<file path="src/rtl/bpc_pkg.sv">
// Shared types, context codes and helpers for the bit-plane coder.
package bpc_pkg;

    typedef enum logic [2:0] {
        SB_LL  = 3'd0, SB_HL1 = 3'd1, SB_HL2 = 3'd2, SB_LH1 = 3'd3,
        SB_LH2 = 3'd4, SB_HH1 = 3'd5, SB_HH2 = 3'd6, SB_RSV = 3'd7
    } subband_e;

    typedef enum logic [1:0] {
        ST_IDLE, ST_ZC_MR, ST_SIGN, ST_DONE
    } state_e;

    localparam logic [4:0] CX_ZC0 = 5'd0,  CX_ZC1 = 5'd1,  CX_ZC2 = 5'd2;
    localparam logic [4:0] CX_ZC3 = 5'd3,  CX_ZC4 = 5'd4,  CX_ZC5 = 5'd5;
    localparam logic [4:0] CX_ZC6 = 5'd6,  CX_ZC7 = 5'd7,  CX_ZC8 = 5'd8;
    localparam logic [4:0] CX_SC0 = 5'd9,  CX_SC1 = 5'd10, CX_SC2 = 5'd11;
    localparam logic [4:0] CX_SC3 = 5'd12, CX_SC4 = 5'd13;
    localparam logic [4:0] CX_MR_FIRST0 = 5'd14;
    localparam logic [4:0] CX_MR_FIRST1 = 5'd15;
    localparam logic [4:0] CX_MR_LATER  = 5'd16;

    localparam logic [3:0] TOP_PLANE = 4'd14;

    // A coefficient counts as significant at plane p once any bit above p is set.
    function automatic logic is_sig(input logic [14:0] mag, input logic [3:0] p);
        return (mag >> ({1'b0, p} + 5'd1)) != 15'd0;
    endfunction

endpackage

</file>
<file path="src/rtl/bitplane_coder_if.sv">
// Symbol port towards the MQ coder: registered CX/D/plane with valid/ready.
interface bitplane_coder_if;
    logic [4:0] cx;
    logic       d;
    logic [3:0] plane;
    logic       cx_valid;
    logic       cx_ready;

    modport master (output cx, d, plane, cx_valid, input cx_ready);
    modport slave  (input cx, d, plane, cx_valid, output cx_ready);
endinterface

</file>
<file path="src/rtl/bpc_ctx_lut.sv">
// Combinational context formation (ZC, MR, sign) for the window centre at plane p.
// BPC_SIGN_CTX_EN enables neighbour-dependent sign contexts; otherwise sign is always CX_SC0.
module bpc_ctx_lut
    import bpc_pkg::*;
(
    input  logic [15:0] coef [9],
    input  logic [2:0]  subband,
    input  logic [3:0]  p,
    output logic [4:0]  zc_cx,
    output logic [4:0]  mr_cx,
    output logic [4:0]  sc_cx,
    output logic        sc_xor
);

    logic [8:0] sig;
    logic [1:0] h, v;
    logic [2:0] dg, hv;
    logic       first_ref;

    function automatic logic [4:0] zc_std(input logic [1:0] hc, input logic [1:0] vc,
                                          input logic [2:0] dc);
        if (hc == 2'd2) return CX_ZC8;
        if (hc == 2'd1) begin
            if (vc != 2'd0) return CX_ZC7;
            if (dc != 3'd0) return CX_ZC6;
            return CX_ZC5;
        end
        if (vc == 2'd2) return CX_ZC4;
        if (vc == 2'd1) return CX_ZC3;
        if (dc >= 3'd2) return CX_ZC2;
        if (dc == 3'd1) return CX_ZC1;
        return CX_ZC0;
    endfunction

    function automatic logic [4:0] zc_hh(input logic [2:0] hvc, input logic [2:0] dc);
        if (dc >= 3'd3) return CX_ZC8;
        if (dc == 3'd2) return (hvc >= 3'd1) ? CX_ZC7 : CX_ZC6;
        if (dc == 3'd1) return (hvc >= 3'd2) ? CX_ZC5 : (hvc == 3'd1) ? CX_ZC4 : CX_ZC3;
        return (hvc >= 3'd2) ? CX_ZC2 : (hvc == 3'd1) ? CX_ZC1 : CX_ZC0;
    endfunction

    always_comb begin
        for (int i = 0; i < 9; i++) sig[i] = is_sig(coef[i][14:0], p);
        h  = {1'b0, sig[3]} + {1'b0, sig[5]};
        v  = {1'b0, sig[1]} + {1'b0, sig[7]};
        dg = {2'b0, sig[0]} + {2'b0, sig[2]} + {2'b0, sig[6]} + {2'b0, sig[8]};
        hv = {1'b0, h} + {1'b0, v};

        case (subband_e'(subband))
            SB_HL1, SB_HL2: zc_cx = zc_std(v, h, dg);
            SB_HH1, SB_HH2: zc_cx = zc_hh(hv, dg);
            default:        zc_cx = zc_std(h, v, dg);
        endcase

        first_ref = (coef[4][14:0] >> ({1'b0, p} + 5'd2)) == 15'd0;
        if (!first_ref)                      mr_cx = CX_MR_LATER;
        else if (hv == 3'd0 && dg == 3'd0)   mr_cx = CX_MR_FIRST0;
        else                                 mr_cx = CX_MR_FIRST1;
    end

`ifdef BPC_SIGN_CTX_EN
    logic signed [2:0] hs, vs;

    function automatic logic signed [2:0] contrib(input logic [15:0] c, input logic s);
        if (!s) return 3'sd0;
        return c[15] ? -3'sd1 : 3'sd1;
    endfunction

    // Only the sign of each sum matters, so the clamp to -1..1 is implicit.
    always_comb begin
        hs     = contrib(coef[3], sig[3]) + contrib(coef[5], sig[5]);
        vs     = contrib(coef[1], sig[1]) + contrib(coef[7], sig[7]);
        sc_cx  = CX_SC0;
        sc_xor = 1'b0;
        if (hs > 3'sd0) begin
            sc_cx = (vs > 3'sd0) ? CX_SC4 : (vs == 3'sd0) ? CX_SC3 : CX_SC2;
        end else if (hs < 3'sd0) begin
            sc_xor = 1'b1;
            sc_cx  = (vs > 3'sd0) ? CX_SC2 : (vs == 3'sd0) ? CX_SC3 : CX_SC4;
        end else begin
            sc_cx  = (vs == 3'sd0) ? CX_SC0 : CX_SC1;
            sc_xor = (vs < 3'sd0);
        end
    end
`else
    assign sc_cx  = CX_SC0;
    assign sc_xor = 1'b0;
`endif

endmodule

</file>
<file path="src/rtl/bitplane_coder.sv">
// Bit-plane coder for the centre of a 3x3 window: FSM, window registers and handshakes.
// Optional macro BPC_SIGN_CTX_EN selects neighbour-dependent sign contexts.
module bitplane_coder
    import bpc_pkg::*;
(
    input  logic                     clk,
    input  logic                     rst,
    input  logic                     bitplane_input_valid,
    input  logic [2:0]               subband,
    input  logic [15:0]              bitplane_data0,
    input  logic [15:0]              bitplane_data1,
    input  logic [15:0]              bitplane_data2,
    input  logic [15:0]              bitplane_data3,
    input  logic [15:0]              bitplane_data4,
    input  logic [15:0]              bitplane_data5,
    input  logic [15:0]              bitplane_data6,
    input  logic [15:0]              bitplane_data7,
    input  logic [15:0]              bitplane_data8,
    output logic                     bitplane_code_ready,
    output logic                     window_done,
    bitplane_coder_if.master         sym
);

    state_e      state_q, state_d;
    logic [3:0]  p_q, p_d;
    logic [15:0] coef_q [9];
    logic [15:0] coef_d [9];
    logic [2:0]  sb_q, sb_d;
    logic        ready_q, ready_d;
    logic        valid_q, valid_d;
    logic        done_q, done_d;
    logic [4:0]  cx_q, cx_d;
    logic        d_q, d_d;
    logic [3:0]  plane_q, plane_d;

    logic [4:0]  zc_cx, mr_cx, sc_cx;
    logic        sc_xor, xfer, sign_next;
    logic [14:0] cur_mag, nxt_mag;

    // Contexts are formed from the next-cycle window and plane so the symbol outputs can be registered.
    bpc_ctx_lut u_lut (
        .coef    (coef_d),
        .subband (sb_d),
        .p       (p_d),
        .zc_cx   (zc_cx),
        .mr_cx   (mr_cx),
        .sc_cx   (sc_cx),
        .sc_xor  (sc_xor)
    );

    always_comb begin
        state_d   = state_q;
        p_d       = p_q;
        coef_d    = coef_q;
        sb_d      = sb_q;
        xfer      = valid_q & sym.cx_ready;
        cur_mag   = coef_q[4][14:0];
        sign_next = !is_sig(cur_mag, p_q) && cur_mag[p_q];

        case (state_q)
            ST_IDLE: begin
                if (ready_q && bitplane_input_valid) begin
                    coef_d[0] = bitplane_data0;  coef_d[1] = bitplane_data1;
                    coef_d[2] = bitplane_data2;  coef_d[3] = bitplane_data3;
                    coef_d[4] = bitplane_data4;  coef_d[5] = bitplane_data5;
                    coef_d[6] = bitplane_data6;  coef_d[7] = bitplane_data7;
                    coef_d[8] = bitplane_data8;
                    sb_d      = subband;
                    p_d       = TOP_PLANE;
                    state_d   = ST_ZC_MR;
                end
            end
            ST_ZC_MR: begin
                if (xfer) begin
                    if (sign_next)       state_d = ST_SIGN;
                    else if (p_q == 4'd0) state_d = ST_DONE;
                    else                 p_d     = p_q - 4'd1;
                end
            end
            ST_SIGN: begin
                if (xfer) begin
                    if (p_q == 4'd0) begin
                        state_d = ST_DONE;
                    end else begin
                        p_d     = p_q - 4'd1;
                        state_d = ST_ZC_MR;
                    end
                end
            end
            default: state_d = ST_IDLE;
        endcase

        ready_d = (state_d == ST_IDLE);
        valid_d = (state_d == ST_ZC_MR) || (state_d == ST_SIGN);
        done_d  = (state_d == ST_DONE);
        nxt_mag = coef_d[4][14:0];
        cx_d    = CX_ZC0;
        d_d     = 1'b0;
        plane_d = 4'd0;
        if (state_d == ST_ZC_MR) begin
            cx_d    = is_sig(nxt_mag, p_d) ? mr_cx : zc_cx;
            d_d     = nxt_mag[p_d];
            plane_d = p_d;
        end else if (state_d == ST_SIGN) begin
            cx_d    = sc_cx;
            d_d     = coef_d[4][15] ^ sc_xor;
            plane_d = p_d;
        end
    end

    always_ff @(posedge clk) begin
        if (rst) begin
            state_q <= ST_IDLE;
            p_q     <= 4'd0;
            sb_q    <= 3'd0;
            ready_q <= 1'b0;
            valid_q <= 1'b0;
            done_q  <= 1'b0;
            cx_q    <= 5'd0;
            d_q     <= 1'b0;
            plane_q <= 4'd0;
        end else begin
            state_q <= state_d;
            p_q     <= p_d;
            sb_q    <= sb_d;
            ready_q <= ready_d;
            valid_q <= valid_d;
            done_q  <= done_d;
            cx_q    <= cx_d;
            d_q     <= d_d;
            plane_q <= plane_d;
        end
    end

    // NOTE: window storage is pure datapath, always overwritten on capture before use, so it carries no reset.
    always_ff @(posedge clk) begin
        coef_q <= coef_d;
    end

    assign bitplane_code_ready = ready_q;
    assign window_done         = done_q;
    assign sym.cx              = cx_q;
    assign sym.d               = d_q;
    assign sym.plane           = plane_q;
    assign sym.cx_valid        = valid_q;

endmodule
</file>
<file path="src/flat_wrapper.sv">
// flat-port wrapper written by rule: the top's interface ports become plain ports
module bitplane_coder_flat import bpc_pkg::*;
  (clk, rst, bitplane_input_valid, subband, bitplane_data0, bitplane_data1, bitplane_data2, bitplane_data3, bitplane_data4, bitplane_data5, bitplane_data6, bitplane_data7, bitplane_data8, bitplane_code_ready, window_done, sym_cx, sym_d, sym_plane, sym_cx_valid, sym_cx_ready);
  bitplane_coder_if sym_i ();
  input  logic clk;
  input  logic rst;
  input  logic bitplane_input_valid;
  input  logic [2:0] subband;
  input  logic [15:0] bitplane_data0;
  input  logic [15:0] bitplane_data1;
  input  logic [15:0] bitplane_data2;
  input  logic [15:0] bitplane_data3;
  input  logic [15:0] bitplane_data4;
  input  logic [15:0] bitplane_data5;
  input  logic [15:0] bitplane_data6;
  input  logic [15:0] bitplane_data7;
  input  logic [15:0] bitplane_data8;
  output logic bitplane_code_ready;
  output logic window_done;
  output wire logic [$bits(sym_i.cx)-1:0] sym_cx;
  output wire logic [$bits(sym_i.d)-1:0] sym_d;
  output wire logic [$bits(sym_i.plane)-1:0] sym_plane;
  output wire logic [$bits(sym_i.cx_valid)-1:0] sym_cx_valid;
  input wire logic [$bits(sym_i.cx_ready)-1:0] sym_cx_ready;
  assign sym_cx = sym_i.cx;
  assign sym_d = sym_i.d;
  assign sym_plane = sym_i.plane;
  assign sym_cx_valid = sym_i.cx_valid;
  assign sym_i.cx_ready = sym_cx_ready;
  bitplane_coder u_core (.clk(clk), .rst(rst), .bitplane_input_valid(bitplane_input_valid), .subband(subband), .bitplane_data0(bitplane_data0), .bitplane_data1(bitplane_data1), .bitplane_data2(bitplane_data2), .bitplane_data3(bitplane_data3), .bitplane_data4(bitplane_data4), .bitplane_data5(bitplane_data5), .bitplane_data6(bitplane_data6), .bitplane_data7(bitplane_data7), .bitplane_data8(bitplane_data8), .bitplane_code_ready(bitplane_code_ready), .window_done(window_done), .sym(sym_i));
endmodule
</file>
<file path="config.mk">
export PLATFORM = sky130hd
export DESIGN_NAME = bitplane_coder_flat
export DESIGN_NICKNAME = d
export VERILOG_FILES = /design/src/rtl/bpc_pkg.sv /design/src/rtl/bitplane_coder_if.sv /design/src/rtl/bpc_ctx_lut.sv /design/src/rtl/bitplane_coder.sv /design/src/flat_wrapper.sv
export SDC_FILE = /design/constraint.sdc
export NUM_CORES = 1
export LEC_CHECK = 0
export BUFFER_PORTS_ARGS = -buffer_cell sky130_fd_sc_hd__buf_2
export CELL_PAD_IN_SITES_DETAIL_PLACEMENT = 1
export CELL_PAD_IN_SITES_GLOBAL_PLACEMENT = 2
export CORE_UTILIZATION = 36
export DETAILED_ROUTE_END_ITERATION = 7
export MAX_ROUTING_LAYER = met4
export PLACE_DENSITY = 0.95
export SYNTH_ARGS = -nofsm -noshare
export SYNTH_HDL_FRONTEND = slang
export SYNTH_SLANG_ARGS = --single-unit
</file>
<file path="constraint.sdc">
create_clock -name clk -period 15.25 [get_ports clk]
set_clock_uncertainty 0.05 [all_clocks]
set_input_delay 1.525 -clock clk [delete_from_list [all_inputs] [get_ports clk]]
set_output_delay 1.525 -clock clk [all_outputs]
set_load 0.01 [all_outputs]
</file>
### After elaboration in Yosys (flattened, before gate mapping)

Cells that the tools add are included.

| word-level totals | value |
|---|---|
| register bits | 165 |
| output and inout port bits | 13 |
| logic and storage cells | 256 |
| input port bits | 151 |

| cells by class | value |
|---|---|
| eq/ne operators | 16 |
| shift-type cells | 11 |
| reductions and logical operators | 28 |
| bitwise operators | 1 |
| muxes and demuxes | 159 |
| add/subtract/negate cells | 10 |
| magnitude comparators | 6 |

Operators with widths:

| cell | number |
|---|---|
| $mux 143 | 2 |
| $mux 5 | 53 |
| $shr 15x5->15 | 11 |
| $reduce_bool 15->1 | 10 |
| $mux 1 | 80 |
| $mux 4 | 8 |
| $logic_not 15->1 | 1 |
| $mux 2 | 7 |
| $mux 3 | 4 |
| $pmux 4 s3 | 1 |
| $add 4x1->5 const B | 2 |
| $eq 2x2->1 const B | 5 |
| $lt 4x5->1 const B | 2 |
| $pmux 5 s2 | 1 |
| $eq 3x1->1 const B | 3 |
| $ge 3x2->1 const B | 3 |
| $bmux 1 s4 | 2 |
| $eq 2x1->1 const B | 4 |
| $add 1x1->2 | 3 |
| $eq 3x2->1 const B | 2 |
| $eq 3x3->1 const B | 2 |
| $logic_not 3->1 | 2 |
| $pmux 2 s3 | 1 |
| $add 4x2->5 const B | 1 |
| other kinds (16) | 21 |

### Logic depth before layout (Yosys ltp)

Gate-level depths: netlist of run 1.

| depth | value |
|---|---|
| depth after elaboration | 44 |
| mapped depth | 29 |

### By module

From an unflattened synthesis of run 1, not the netlist that was laid out.

| unflattened totals | value |
|---|---|
| cell total of the unflattened synthesis | 864 |
| area total of the unflattened synthesis | 8459.4 um^2 |

By module, submodules not included:

| module | times used | sequential area each (um^2) | area each (um^2) | cells each |
|---|---|---|---|---|
| bitplane_coder | 1 | 3323.2 | 6681.4 | 580 |
| bpc_ctx_lut | 1 | 0.0 | 1778.0 | 284 |

### Worst setup path after synthesis of run 1

OpenSTA, ideal clock, no wires.

| path | value |
|---|---|
| kind | input port to flip-flop |
| start | input port bitplane_input_valid |
| end | register u_core.cx_q[0], in the netlist u_core.sym.cx[0] |
| arrival | 6.305 ns |
| data required time | 15.113 ns |
| slack | 8.808 ns |
| stages | 23 |
| path through | nand2_1 -> nor3_2 -> buf_2 -> buf_2 -> buf_1 -> buf_2 -> mux2i_1 -> nand3_1 -> a211oi_1 -> a41oi_1 -> o41ai_1 -> o211ai_1 -> fa_1 -> ha_1 -> ha_1 -> nor2_1 -> a31oi_1 -> o21ai_0 -> o21ai_0 -> o22ai_1 -> a31o_2 -> mux2i_1 -> o31ai_1 |

| on the way | value |
|---|---|
| longest elaborated chain between the ends | 33 |
| elaborated cells on any way between the ends | 191 |
| classes of those cells | add/sub (8); order compare (4); eq/ne (13); shift (10); mux (137); reduce/logical (19) |

Ends and longest elaborated chain:

| what | line | text |
|---|---|---|
| from (decl) | flat_wrapper.sv:7 | `input logic bitplane_input_valid;` |
| $logic_and 1x1->1 * | bitplane_coder.sv:62 | `if (ready_q && bitplane_input_valid) begin` |
| $mux 4 | bitplane_coder.sv:62 |  |
| $pmux 4 s3 | bitplane_coder.sv:60 | `case (state_q)` |
| $add 4x1->5 | bpc_pkg.sv:26 | `return (mag >> ({1'b0, p} + 5'd1)) != 15'd0;` |
| $shr 15x5->15 | bpc_pkg.sv:26 |  |
| $reduce_bool 15->1 | bpc_pkg.sv:26 |  |
| $add 1x1->2 | bpc_ctx_lut.sv:46 | `dg = {2'b0, sig[0]} + {2'b0, sig[2]} + {2'b0, sig[6]} + {2'b0, sig[8]};` |
| $add 2x1->3 | bpc_ctx_lut.sv:46 |  |
| [17 not listed] | n/a |  |
| $mux 5 | bpc_ctx_lut.sv:31 | `if (dc == 3'd1) return CX_ZC1;` |
| $mux 5 | bpc_ctx_lut.sv:30 | `if (dc >= 3'd2) return CX_ZC2;` |
| $mux 5 | bpc_ctx_lut.sv:29 | `if (vc == 2'd1) return CX_ZC3;` |
| $mux 5 | bpc_ctx_lut.sv:28 | `if (vc == 2'd2) return CX_ZC4;` |
| $mux 5 | bpc_ctx_lut.sv:23 | `if (hc == 2'd1) begin` |
| $pmux 5 s2 | bpc_ctx_lut.sv:49 | `case (subband_e'(subband))` |
| $mux 5 | bitplane_coder.sv:101 | `cx_d = is_sig(nxt_mag, p_d) ? mr_cx : zc_cx;` |
| $mux 5 * | bitplane_coder.sv:100 | `if (state_d == ST_ZC_MR) begin` |
| to (signal assigned) | bitplane_coder.sv:119 | `cx_q <= 5'd0;` |
| to (signal assigned) | bitplane_coder.sv:129 | `cx_q <= cx_d;` |
| to (decl) | bitplane_coder.sv:32 | `logic [4:0] cx_q, cx_d;` |

Mark *: on every way between the ends. The rest lies on a longest branch, timed or not. The select of a mux whose other input is x is not followed.
A chain may end at the register's enable or synchronous reset.

### Final worst setup path of run 1

| path | value |
|---|---|
| start | register u_core.p_q[0] |
| end | register u_core.cx_q[0], in the netlist u_core.sym.cx[0] |

| on the way | value |
|---|---|
| longest elaborated chain between the ends | 38 |
| elaborated cells on any way between the ends | 197 |
| classes of those cells | add/sub (10); order compare (4); eq/ne (9); shift (11); mux (143); reduce/logical (20) |

Ends and longest elaborated chain:

| what | line | text |
|---|---|---|
| from (decl) | bitplane_coder.sv:25 | `logic [3:0] p_q, p_d;` |
| from (signal assigned) | bitplane_coder.sv:124 | `p_q <= p_d;` |
| $add 4x1->5 | bpc_pkg.sv:26 |  |
| $shr 15x5->15 | bpc_pkg.sv:26 |  |
| $reduce_bool 15->1 | bpc_pkg.sv:26 |  |
| $logic_not 1->1 | bitplane_coder.sv:58 | `sign_next = !is_sig(cur_mag, p_q) && cur_mag[p_q];` |
| $logic_and 1x1->1 | bitplane_coder.sv:58 |  |
| $mux 4 | bitplane_coder.sv:75 | `if (sign_next) state_d = ST_SIGN;` |
| $mux 4 | bitplane_coder.sv:74 | `if (xfer) begin` |
| $pmux 4 s3 | bitplane_coder.sv:60 |  |
| [22 not listed] | n/a |  |
| $mux 5 | bpc_ctx_lut.sv:31 |  |
| $mux 5 | bpc_ctx_lut.sv:30 |  |
| $mux 5 | bpc_ctx_lut.sv:29 |  |
| $mux 5 | bpc_ctx_lut.sv:28 |  |
| $mux 5 | bpc_ctx_lut.sv:23 |  |
| $pmux 5 s2 | bpc_ctx_lut.sv:49 |  |
| $mux 5 | bitplane_coder.sv:101 |  |
| $mux 5 * | bitplane_coder.sv:100 |  |

Marked as above.

==> results of run 1 <==
-- layout by cell type, fill, tap and decap left out, drive strengths merged, types with 3 or more instances in the layout --
| cell | netlist | layout |
|---|---|---|
| nor2 | 68 | 68 |
| a32oi | 4 | 4 |
| nand2b | 7 | 7 |
| nor3 | 23 | 23 |
| nor2b | 9 | 9 |
| nand2 | 40 | 40 |
| mux2 | 69 | 69 |
| o21bai | 3 | 3 |
| or2 | 4 | 4 |
| o32ai | 5 | 5 |
| or4 | 4 | 4 |
| nor4b | 4 | 4 |
| or3 | 6 | 6 |
| o21ai | 55 | 55 |
| clkinv | 0 | 5 |
| buf | 40 | 156 |
| dfxtp | 150 | 150 |
| a21o | 11 | 11 |
| nor4 | 5 | 5 |
| clkbuf | 10 | 21 |
| ha | 13 | 13 |
| a221oi | 8 | 8 |
| o31ai | 12 | 12 |
| a31oi | 11 | 11 |
| a211oi | 21 | 21 |
| a22oi | 5 | 5 |
| o221ai | 6 | 6 |
| nand3 | 10 | 10 |
| o22ai | 5 | 5 |
| nand3b | 3 | 3 |
| inv | 77 | 78 |
| diode | 0 | 7 |
| a21oi | 63 | 63 |
| mux2i | 94 | 94 |
| bufinv | 0 | 4 |
| o211ai | 8 | 8 |
-- worst max-delay path, cell delays in order (launching register included) --
cell,delay (ns)
dfxtp_1,0.85
inv_1,0.34
ha_1,0.34
nor3b_2,0.22
o21ai_0,0.26
nand3_1,0.18
a22o_1,0.29
a21o_1,0.21
a21oi_4,0.41
buf_4,0.67
nand2_1,0.14
a21boi_0,0.17
o32ai_1,0.30
nand2_1,0.10
o31ai_1,0.43
o221a_2,0.31
ha_1,0.30
ha_1,0.22
fa_1,0.50
o21ai_0,0.19
a21oi_1,0.09
a21oi_1,0.19
o22ai_1,0.11
a31o_2,0.22
mux2i_1,0.14
o31ai_1,0.08
-- layout make-up --
cell class | count | area, µm² | share of cell area (%)
Clock inverter | 11 | 173 | 1.80
Clock buffer | 21 | 460 | 4.80
Antenna cell | 7 | 17.5 | 0.183
Sequential cell | 150 | 3000 | 31.3
Tap cell | 280 | 350 | 3.65
Timing Repair Buffer | 156 | 803 | 8.37
Inverter | 77 | 289 | 3.01
Multi-Input combinational cell | 608 | 4500 | 46.9
-- sequential cells by signal, summed over array words and instances (netlist names) --
signal and count:
u_core.bitplane_code_ready 1, u_core.coef_q 128, u_core.p_q 4, u_core.sb_q 3, u_core.state_q 2, u_core.sym.cx 5, u_core.sym.cx_valid 1, u_core.sym.d 1
u_core.sym.plane 4, u_core.window_done 1
-- per-layer routing --
metal  GRT usage [%]  wire length, µm
met4            7.30              474
met1            26.4            10600
met2            37.4            11700
met5               -                0
met3            5.54             1310
-- power by group through the flow --
stage | clock (W) | sequential, W | combinational, W
after CTS | 0.000464 | 0.000549 | 0.000443
after global routing | 0.000480 | 0.000559 | 0.000491
final | 0.000456 | 0.000549 | 0.000442
after detailed placement | 0 | 0.000557 | 0.000437
after global placement | 0 | 0.000550 | 0.000423
after floorplan | 0 | 0.000538 | 0.000330
-- worst paths after layout --
| kind | startpoint | to | slack, ns | depth (start not counted) |
|---|---|---|---|---|
| max | u_core.p_q[0] | u_core.sym.cx[0] | 7.79 | 25 |
| min | u_core.coef_q[60] | u_core.coef_q[60] | 0.42 | 1 |
| max reg2reg | u_core.p_q[0] | u_core.sym.cx[0] | 7.79 | 25 |
| min reg2reg | u_core.coef_q[60] | u_core.coef_q[60] | 0.42 | 1 |
-- stage by stage --
| stage | hold WS (ns) | std cells | util [%] | setup WS, ns |
|---|---|---|---|---|
| final | 0.420 | 1310 | 44.0 | 7.79 |
| after floorplan | 0.369 | 885 | - | 8.81 |
| after CTS | 0.423 | 1303 | 43.9 | 7.84 |
| after detailed placement | 0.405 | 1271 | 41.0 | 7.49 |
| after global placement | 0.388 | 1271 | 41.0 | 7.57 |
| after global routing | 0.438 | 1310 | 44.0 | 7.22 |
-- cells by family after synthesis --
logic type               count (synthesis)  share of synthesized area (%)
AND/OR/NAND/NOR                        188                           11.2
adder cells (fa/ha/maj)                 15                           2.52
multiplexers                           165                           21.9
buffers and inverters                  127                           7.01
flip-flops                             150                           37.4
XOR/XNOR                                 2                          0.218
AO/OA/AOI/OAI                          238                           19.8
==> qor.yml, run 1 <==
finalPower_w: 0.00145
cts_num_sinks: 150
leakage_nw: 4.04
overflow: 0
switchingPower_w: 0.000478
setup_tns_ns: 0
yosysUniqueCellTypes: 69
switching_share_pct: 33.0
gp_congestion: 0.928
synth_edf_count: 0
outcome: "completed"
setup_viol: 0
viasPerCell: 5.39
yosys-top-cells-count: "150 x dfxtp_1, 94 x mux2i_1, 77 x inv_1, 68 x mux2_2, 67 x nor2_1"
synth-async-reset-ratio_pct: 0
synth_top_area_share_pct: 37.4
hold_class: "reg2reg"
h-tree-depth: 4
drive_gt1_share_pct: 26.6
maxCapViolCount: 0
cts_tree: "built"
port-buffer-count: 147
stdcell_area_mm2: 0.00960
vias: 7066
critPathKind: "reg2reg"
drtIter0Drc: 239
pwr-share-clk_pct: 31.5
finalHoldViolations: 0
antenna_found_initial: 7
n_fill_cell: 2605
fmax_mhz: 134
yosysMostFrequentCell: "dfxtp_1"
syn_area_per_cell_um2: 9.08
hpwlAfterDp_um: 17500
path_clk_slew_ns: 0.06
power.internal_w: 0.000969
wl_per_cell_um: 18.4
rsz0062_at_grt: "false"
worst_setup_path_start_kind: "flop"
clock_path_buffers: 2
grt_pass1_vias: 7482
ys_ff_latch: 150
core-area_mm2: 0.0218
p_comb_share_pct: 30.5
powerDensity_mw_per_mm2: 151
cts-root-buf: "clkbuf_16"
grt_pass1_wl_um: 38700
drc: 0
io_pins: 164
drv_slew: 0
die_w_um: 151
finalWirelength_um: 24100
die_h_um: 151
grt_max_degree: 67
final_nets: 1176
cp-end-kind: "flop"
pwr-share-seq_pct: 37.9
ys_top_cells_by_area: "dfxtp_1 37%, mux2i_1 12%, mux2_2 9.5%"
timing.final.crit_share_pct: 48.9
synth_nets: 1051
cts_setup_buffers: 0
start_util_pct: 36.8
cp_max_fo: 66
ys_seq_area_share_pct: 37.4
worst_ep_required_time_ns: 15.51
yosys.area.top_type: "dfxtp_1"
area_growth_pct: 19.4
ant_nets: 0
grt_usage_pct: 22.5
synth_warnings: 0
dr.pass1.iters: 4
synthCells: 885
worst_slew_pin_slew_ns: 0.995
synth_ff_type: "dfxtp_1"
postCtsHoldBufs: 0
ir_drop_mv: 0.0757
synth.cell_area_mm2: 0.00804
period_minus_slack_ns: 7.46
clkLatencyLatePin_ns: 0.43
rows: 54
place_area_mm2: 0.00894
die_area_mm2: 0.0229
numCtsBuffers: 17
slew_headroom_pct: 33.5
worstPathArrival_ns: 7.72
cts_resized: 0
(Power assumes the default switching activity.)
==> run 2, diff against run 1 <==
--- a/config.mk
+++ b/config.mk
@@ -8,10 +8,10 @@
 export BUFFER_PORTS_ARGS = -buffer_cell sky130_fd_sc_hd__buf_2
 export CELL_PAD_IN_SITES_DETAIL_PLACEMENT = 1
 export CELL_PAD_IN_SITES_GLOBAL_PLACEMENT = 2
-export CORE_UTILIZATION = 36
+export CORE_UTILIZATION = 33
 export DETAILED_ROUTE_END_ITERATION = 7
 export MAX_ROUTING_LAYER = met4
-export PLACE_DENSITY = 0.95
+export PLACE_DENSITY = 0.91
 export SYNTH_ARGS = -nofsm -noshare
 export SYNTH_HDL_FRONTEND = slang
 export SYNTH_SLANG_ARGS = --single-unit
==> constraint.sdc (replaced) <==
create_clock -name clk -period 7.11 [get_ports clk]
set_clock_uncertainty 0.05 [all_clocks]
set_input_delay 0.711 -clock clk [delete_from_list [all_inputs] [get_ports clk]]
set_output_delay 0.711 -clock clk [all_outputs]
set_load 0.01 [all_outputs]
==> run 2 against run 1 <==
Compared with the run above: sequential power rose by 110%; global-route usage fell by 2.1 points; register-to-register slack got worse by 7.1 ns; count of clock-buffer cells in the layout did not move; die area rose by 9.0%.
==> qor.yml, run 2 (synthesis gave the netlist of run 1 again) <==
pwr-share-clk_pct: 29.6
drtIter0Drc: 339
cts_tree: "built"
dp_cells: 1327
dr.pass1.iters: 7
power.internal_w: 0.00201
rsz0062_at_grt: "false"
rows: 56
drc: 0
postCtsHoldBufs: 0
grt_pass1_vias: 7423
period_minus_slack_ns: 6.46
die_w_um: 158
largest_reg_flops: 128
worstPathArrival_ns: 6.75
port-buffer-count: 147
leakage_nw: 4.11
final_common_cell: "dfxtp_1"
gp_congestion: 0.879
grt_max_degree: 67
cts_num_sinks: 150
path_clk_slew_ns: 0.06
ir_drop_mv: 0.198
outcome: "completed"
finalPower_w: 0.00303
switchingPower_w: 0.00102
cts-root-buf: "clkbuf_16"
cts_setup_buffers: 0
pwr-share-seq_pct: 38.6
final_cells: 1372
worst_slack_ns: 0.650
timing.final.crit_share_pct: 90.9
finalHoldViolations: 0
n_fill_cell: 2855
maxCapViolCount: 0
area_growth_pct: 21.9
die_area_mm2: 0.0250
start_util_pct: 33.9
grt_pass1_wl_um: 38200
slew_headroom_pct: 55.3
setup_tns_ns: 0
powerDensity_mw_per_mm2: 310
wl_per_cell_um: 17.6
die_h_um: 158
final_nets: 1193
switching_share_pct: 33.7
worst_setup_path_start_kind: "flop"
finalWirelength_um: 24100
viasPerCell: 5.20
drv_slew: 0
io_pins: 164
place_ws_ns: 0.654
drive_gt1_share_pct: 27.7
whs_ns: 0.411
fmax_mhz: 155
core-area_mm2: 0.0237
worst_ep_required_time_ns: 7.40
h-tree-depth: 4
hold_class: "reg2reg"
setup_viol: 0
clkLatencyLatePin_ns: 0.43
top_register: "u_core.coef_q"
cp-end-kind: "flop"
overflow: 0
critPathKind: "reg2reg"
vias: 7140
hpwlAfterDp_um: 18100
numCtsBuffers: 17
antenna_found_initial: 12
clock_path_buffers: 2
cp_max_fo: 20
final_cell_mix: "150 x dfxtp_1, 147 x buf_2, 94 x mux2i_1"
grt_usage_pct: 20.4
cts_resized: 0
ant_nets: 0
p_comb_share_pct: 31.8
worst_slew_pin_slew_ns: 0.669
-- run 2: cell types whose count changed in the layout (fill, tap and decap cells not counted) --
cell        change
buf_12          +5
clkbuf_8        -1
buf_4          +12
clkbuf_1        +1
clkinv_4        -1
diode_2         +6
bufinv_16       -2
clkinvlp_4      +3
-- run 2: power groups by stage --
| stage | Sequential (W) | Clock [W] | Combinational, W |
|---|---|---|---|
| after global routing | 0.00120 | 0.000946 | 0.00107 |
| after floorplan | 0.00115 | 0 | 0.000709 |
| after detailed placement | 0.00119 | 0 | 0.000955 |
| final | 0.00117 | 0.000897 | 0.000963 |
| after CTS | 0.00117 | 0.000911 | 0.000966 |
| after global placement | 0.00118 | 0 | 0.000932 |
-- run 2: per-layer routing --
metal / wire length (µm) / GRT usage (%) / up-vias / part of all wire [%]
li1: - / - / 3505 / -
met1: 10700 / 23.4 / 3426 / 44
met2: 11500 / 34.0 / 169 / 48
met3: 1400 / 5.75 / 40 / 5.8
met4: 526 / 7.14 / 0 / 2.2
met5: 0 / - / - / 0
-- run 2: worst max-delay path: stages, from the launching register on --
cell and delay [ns]:
dfxtp_1 0.68, mux4_2 0.59, a21oi_1 0.18, a211oi_1 0.09, o21ai_2 0.12, a21o_1 0.45, a221oi_4 0.20, nor2_4 0.53
a21oi_1 0.10, or4_1 0.43, a21oi_1 0.16, nor4b_1 0.32, o221ai_1 0.22, fa_1 0.49, ha_1 0.23, ha_1 0.38
nor2_1 0.22, a31oi_1 0.10, o21ai_0 0.14, o21ai_0 0.11, o22ai_1 0.16, a31o_2 0.13, mux2i_1 0.06, o31ai_1 0.19
-- run 2: per-stage QoR --
step | instance area [µm²] | utilization, %
after floorplan | 8040 | -
after global placement | 9180 | 38.8
after detailed placement | 9180 | 38.8
after CTS | 9760 | 41.2
after global routing | 9790 | 41.3
final | 9790 | 41.4
-- run 2: cell type report --
cell class	count	area (µm²)	area share [%]
Antenna cell	13	32.5	0.332
Clock buffer	21	450	4.60
Clock inverter	11	126	1.29
Inverter	77	289	2.95
Multi-Input combinational cell	608	4500	45.9
Sequential cell	150	3000	30.7
Tap cell	319	399	4.08
Timing Repair Buffer	173	993	10.1
-- run 2: worst paths after layout --
check                                    endpoint  cells after the start  slack, ns              start
worst min-delay path            u_core.coef_q[49]                      2       0.41  u_core.coef_q[49]
worst max-delay path             u_core.sym.cx[0]                     23       0.65      u_core.p_q[1]
worst min register to register  u_core.coef_q[49]                      2       0.41  u_core.coef_q[49]
worst max register to register   u_core.sym.cx[0]                     23       0.65      u_core.p_q[1]
